## config.mk

```make
export PLATFORM = sky130hd
export DESIGN_NAME = prga
export DESIGN_NICKNAME = d
export VERILOG_FILES = /design/src/rtl/prga.sv
export SDC_FILE = /design/constraint.sdc
export NUM_CORES = 1
export LEC_CHECK = 0
export CELL_PAD_IN_SITES_DETAIL_PLACEMENT = 2
export CELL_PAD_IN_SITES_GLOBAL_PLACEMENT = 2
export CORE_AREA = 2 2 137 99
export CTS_BUF_LIST = sky130_fd_sc_hd__clkbuf_4
export DETAILED_ROUTE_END_ITERATION = 10
export DIE_AREA = 0 0 139 101
export HOLD_SLACK_MARGIN = 0.1
export PLACE_DENSITY = 0.75
export SYNTH_ARGS = -nofsm -noshare
export SYNTH_HDL_FRONTEND = slang
export SYNTH_SLANG_ARGS = --single-unit
```

## constraint.sdc

```tcl
create_clock -name clk -period 2.4 [get_ports clk]
set_input_delay 0.24 -clock clk [delete_from_list [all_inputs] [get_ports clk]]
set_output_delay 0.24 -clock clk [all_outputs]
set_load 0.05 [all_outputs]
```

## src/rtl/prga.sv

```systemverilog
// ARC4 pseudo-random generation stage.
// Reads a length-prefixed ciphertext from CT-RAM and writes the length byte
// followed by L plaintext bytes to PT-RAM. Each plaintext byte is the
// keystream pad XOR the ciphertext byte.
// The permuted S array is already in S-RAM and is swapped in place as the
// keystream advances. All memories have one cycle of read latency, so every
// read is split into an address state followed by a data state.
module prga #(
  parameter int ADDR_W = 8
) (
  input  logic              clk,
  input  logic              rst_n,
  input  logic              en,
  output logic              rdy,
  output logic [7:0]        s_addr,
  input  logic [7:0]        s_rddata,
  output logic [7:0]        s_wrdata,
  output logic              s_wren,
  output logic [ADDR_W-1:0] ct_addr,
  input  logic [7:0]        ct_rddata,
  output logic [ADDR_W-1:0] pt_addr,
  output logic [7:0]        pt_wrdata,
  output logic              pt_wren
);

  typedef enum logic [3:0] {
    S_IDLE,
    S_RD_LEN,
    S_WR_LEN,
    S_RD_SI,
    S_RD_SJ,
    S_WR_SI,
    S_WR_SJ,
    S_RD_PAD,
    S_WR_PT
  } state_t;

  state_t     state, state_nxt;
  logic [7:0] i, j, k, len, si, sj;

  // State register; reset returns to IDLE immediately, which drops both write enables.
  always_ff @(posedge clk or negedge rst_n) begin
    // NOTE: sequential state uses non-blocking assignments so that every
    // register samples pre-edge values, whatever order the statements are in.
    if (!rst_n) state <= S_IDLE;
    else        state <= state_nxt;
  end

  // Cipher indices and the two swap operands, each updated in the state whose read data it captures.
  always_ff @(posedge clk or negedge rst_n) begin
    if (!rst_n) begin
      i   <= '0;
      j   <= '0;
      k   <= '0;
      len <= '0;
      si  <= '0;
      sj  <= '0;
    end else begin
      case (state)
        S_WR_LEN: begin
          len <= ct_rddata;
          i   <= '0;
          j   <= '0;
          k   <= 8'd1;
        end
        S_RD_SI:  i <= i + 8'd1;
        S_RD_SJ: begin
          si <= s_rddata;
          j  <= j + s_rddata;
        end
        S_WR_SI:  sj <= s_rddata;
        // k stops at len, so a 255-byte message never wraps k back to 0.
        S_WR_PT:  if (k != len) k <= k + 8'd1;
        default: ;
      endcase
    end
  end

  // Next-state and output decode. Memory ports idle at zero outside their own states.
  always_comb begin
    // NOTE: every output and state_nxt gets a default before the case, so
    // states that leave a signal untouched cannot infer a latch.
    state_nxt = state;
    rdy       = 1'b0;
    s_addr    = '0;
    s_wrdata  = '0;
    s_wren    = 1'b0;
    ct_addr   = '0;
    pt_addr   = '0;
    pt_wrdata = '0;
    pt_wren   = 1'b0;
    case (state)
      S_IDLE: begin
        rdy = 1'b1;
        if (en) state_nxt = S_RD_LEN;
      end
      S_RD_LEN: state_nxt = S_WR_LEN;
      S_WR_LEN: begin
        pt_wrdata = ct_rddata;
        pt_wren   = 1'b1;
        state_nxt = (ct_rddata == 8'd0) ? S_IDLE : S_RD_SI;
      end
      S_RD_SI: begin
        s_addr    = i + 8'd1;
        state_nxt = S_RD_SJ;
      end
      S_RD_SJ: begin
        s_addr    = j + s_rddata;
        state_nxt = S_WR_SI;
      end
      S_WR_SI: begin
        s_addr    = i;
        s_wrdata  = s_rddata;
        s_wren    = 1'b1;
        state_nxt = S_WR_SJ;
      end
      S_WR_SJ: begin
        s_addr    = j;
        s_wrdata  = si;
        s_wren    = 1'b1;
        state_nxt = S_RD_PAD;
      end
      // The pad read follows the swap writes, so it sees the post-swap S.
      S_RD_PAD: begin
        s_addr    = si + sj;
        ct_addr   = ADDR_W'(k);
        state_nxt = S_WR_PT;
      end
      S_WR_PT: begin
        pt_addr   = ADDR_W'(k);
        pt_wrdata = s_rddata ^ ct_rddata;
        pt_wren   = 1'b1;
        state_nxt = (k == len) ? S_IDLE : S_RD_SI;
      end
      default: state_nxt = S_IDLE;
    endcase
  end

endmodule

```

# == After elaboration in Yosys (flattened, before gate mapping) ==
# Index checks and enable logic that the tools add are counted.
# word_totals
register_bits,52
wordCells,48
# classes
addsub,4
eq_ne,12
mux,16
n_bitwise,1
reduce_logical,8
# op_table
op,n
8-bit case mux with 2 select lines,5
8-bit case mux with 5 select lines,1
4-bit case mux with 9 select lines,1
8-bit 2-to-1 mux,3
8-bit by 1-bit adder with 8-bit output (second input constant),2
8-bit adder,2
4-bit by 3-bit equality test with 1-bit output (second input constant),4
4-bit by 2-bit equality test with 1-bit output (second input constant),2
8-bit equality test,1
8-bit zero test,1
8-bit != test,1
8-bit XOR,1
2-bit nonzero test,3
4-bit by 1-bit equality test with 1-bit output (second input constant),1
4-bit equality test (second input constant),1
4-bit zero test,1
2-bit 2-to-1 mux,2
4-bit 2-to-1 mux,1
2-bit != test (second input constant),2
2-bit OR reduction,2
1-bit 2-to-1 mux,3
2-bit AND reduction,1

# == Logic depth before layout (Yosys ltp) ==
# logic_depth
ltp_word,3
ltp_mapped,9
mapped_depth_nobuf,9

# == Worst setup path before layout ==
# Ideal clock, no wire load.
# synth_timing
path_kind,register to output
start,register si[0]
end,output s_addr[6]
arrival_time_ns,2.673
t_required_ns,2.160
setup_slack_ns,-0.513
path_stages_with_launch,10
n_path_buf,0
path_cell_list,dfrtp_1 > ha_1 > inv_1 > fa_1 > nor2b_1 > o31a_1 > o21ai_0 > nand2b_1 > xnor2_1 > o311ai_1
# synth_via
elab_chain_len,2
# synth_rtl
item,line_no,rtl
start: declaration,39,"logic [7:0] i, j, k, len, si, sj;"
start signal: assignment,68,si <= s_rddata;
8-bit adder,125,s_addr = si + sj;
8-bit case mux with 5 select lines,92,case (state)
end: declaration,15,"output logic [7:0] s_addr,"
# Every way passes these cells.

# == Worst setup path after layout ==
# layout_timing
start,register j[0]
end,output s_addr[6]
# layout_via
elab_chain_len,2
# layout_rtl
item,line_no,rtl
start: declaration,39,
start signal: assignment,69,j <= j + s_rddata;
8-bit adder,108,s_addr = j + s_rddata;
8-bit case mux with 5 select lines,92,
# Every way passes these cells.

==> results.toml <==
[pwr]
p_seq_frac = 0.204
cellLeakagePower_nw = 2.58
clkPwrFrac = 0.057
p_comb_frac = 0.739
p_per_area_nw_per_um2 = 1430
swShare = 0.515
p_int_mw = 3.90
switchingPower_mw = 4.14
ir_worst_vdd_uv = 516

[global_routing]
grt_max_degree = 53
track_usage = 0.220
grt_first_pass_wirelength_mm = 23.6
grt_overflow = 0
grt_pass1_vias = 3981
antenna_found_initial = 1

[sta]
maxSlewViolCount = 0
finalCritPeriodShare = 1.25
max_freq_mhz = 334
skew_ns = 0.0100
tightest_slew_ns = 0.764
maxSlewHeadroom = 0.491
period_needed_ns = 2.99
rsz0062_at_grt = "yes"
final-hold-violation-count = 0
setup_viol = 11
fin_ws_ns = -0.591

[final_layout]
finalNetCount = 577
layout-drive-gt1-share = 0.380
layout.cells.non_filler = 707
fillers = 1381
area_growth_pct = 62.1

[route]
ant_nets = 0
wl_per_cell_um = 26.8
wl_mm = 19.0
drc = 0
first_pass_iters = 4
route.vias.total = 3811
initialDrtViolationCount = 227
vias_per_cell = 5.39

[cts]
cts_root_buffer = "clkbuf_4"
cts.sinks = 52
htreeDepth = 2
numCtsBuffers = 5
clock_latency_ns = 0.43
clk_pin_slew_ns = 0.16
cts_tree = "built"
cts.path.max_buffers = 2

[critical_path]
cp.arrival_ns = 2.75
rrSetupSlack_ns = -0.07
cp_cell_sequence = "ha_4 > fa_2 > a21o_1 > a311o_1 > a21oi_2 > xnor2_1 > nand2_2 > o311ai_4 > buf_12"
worstSetupEndpointType = "output port"
worstPathMaxFanout = 2
slowest_delay_ns = 0.45
crit_required_ns = 2.16
cp_slowest_cell = "dfrtp_1"
path_class = "reg -> out"
crit_path_start_kind = "flop"

[synth]
yosys_most_used_dff = "dfrtp_1"
avgSynthCellArea_um2 = 8.47
synth-edff-count = 0
synth_area_um2 = 3470
synthDistinctLibCells = 55
syn_inst = 410
synth-seq-area-share = 0.375
syn-num-nets = 447
synth_seq_cells = 52
yosysWarnings = 0
async_reset_ff_frac = 1.00

[floorplan]
core_um2 = 12800
start_util = 0.272
die_h_um = 101
dieArea_um2 = 14000
io_pins = 62
std_cell_rows = 35
fp.dieW_um = 139

[place]
dp_hpwl_mm = 10.4
dpl_worst_slack_ns = -0.499
dp_cells = 656
gp_congestion = 0.805
io_buffers = 61

[run_status]
violations = "negative setup slack"
status = "complete, but fails checks"

[flow_run]
maxCapViolations = 0

[hold_path]
min_path_type = "in -> reg"
==> cells in the mapped netlist, drive strengths merged, types with 6 or more instances <==
cell type  count  area [um2]
xnor2          8        70.1
ha            16         200
mux2           8        90.1
nor2          37         149
nor3           6        52.6
xor2          19         166
a22oi          7        52.6
a21oi         16        83.8
o21ai         40         200
nand2         97         367
buf           15        96.3
and2          19         119
a21o           6        45.0
dfrtp         52        1300
==> worst paths after layout <==
| check | start | end | cells after the start |
|---|---|---|---|
| min reg2reg | sj[4]$_DFFE_PN0N_ | sj[4]$_DFFE_PN0N_ | 2 |
| max | j[0]$_DFFE_PN0P_ | s_addr[6] | 9 |
| max reg2reg | j[0]$_DFFE_PN0P_ | j[6]$_DFFE_PN0P_ | 10 |
| min | s_rddata[1] | si[1]$_DFFE_PN0P_ | 4 |
| max in group asynchronous | rst_n | j[1]$_DFFE_PN0P_ | 3 |
| min in group asynchronous | rst_n | k[2]$_DFFE_PN0P_ | 3 |
==> registers in the layout (all words and copies together), names as in the netlist <==
signal and flops:
si 8, sj 8, k 8, len 8, j 8, state 4, i 8
==> placed cells by master (no fill, tap or decap), types with 5 or more instances in the layout <==
cell type and count:
buf_4 69, clkdlybuf4s50_1 16, a21o_1 6, dfrtp_1 47
buf_6 9, dfrtp_2 5, nand4_1 5, buf_12 39
clkbuf_4 6, a22o_1 5, nor2_1 33, and3_1 5
ha_1 9, mux2_2 8, xor2_1 19, and2_1 18
nor4_1 5, o21ai_2 11, o21ai_0 25, nand2_1 94
ha_4 5, a21oi_1 11
==> timing repair <==
item	in CTS	in global routing
buffers inserted	16	24
setup endpoints to repair	33	26
hold endpoints to repair	52	0
gates resized for setup	53	47
pin swaps	25	24
cloned	0	3
hold buffers	1	0
==> final cells by class <==
cell class                      instances  area (um2)  share of cell area
Antenna cell                            1        2.50            0.000445
Clock buffer                            6        45.0             0.00800
Clock inverter                          1        5.00            0.000889
Inverter                                5        18.8             0.00333
Multi-Input combinational cell        335        2370               0.422
Sequential cell                        52        1310               0.232
Tap cell                              166         208              0.0369
Timing Repair Buffer                  141        1670               0.297
==> stage by stage <==
stage          utilization  setup TNS (ns)  instance area (um2)  total power, mW  hold WS (ns)
2_1_floorplan            -               0                 3490             4.12       -0.0556
3_3_place_gp         0.382           -1.47                 4880             5.81         0.422
3_5_place_dp         0.382           -1.86                 4880             6.02         0.437
4_1_cts              0.411           -1.35                 5260             7.03         0.387
5_1_grt              0.440           -3.37                 5630             8.38         0.484
6_report             0.440           -2.23                 5630             8.05         0.418
==> worst max-delay path, delay by kind of cell, from the launching register on <==
family,cells,cell delay (ns)
flops,1,0.45
fa+ha+maj,2,0.55
xor+xnor,1,0.16
buf+inv,1,0.18
simple gates,1,0.15
compound gates,4,0.82
==> power by group through the flow <==
stage               sequential (mW)  clock (mW)  combinational, mW
global route                   1.68       0.490               6.21
finish                         1.64       0.458               5.95
global placement               1.59           0               4.21
floorplan                      1.39           0               2.73
detailed placement             1.63           0               4.39
CTS                            1.60       0.453               4.98
==> logic make-up after synthesis <==
family | count (synthesis) | share of synthesized area
compound gates | 93 | 0.168
xor+xnor | 27 | 0.0681
mux | 8 | 0.0259
buf+inv | 23 | 0.0364
fa+ha+maj | 18 | 0.0692
flops | 52 | 0.375
simple gates | 189 | 0.257
==> layer usage <==
metal,global-route usage,wire length [um],part of all wire
met2,0.388,9260,0.49
met4,0.0622,819,0.043
met5,0,0,0
met3,0.0299,778,0.041
met1,0.284,8130,0.43
(Power assumes the default switching activity.)
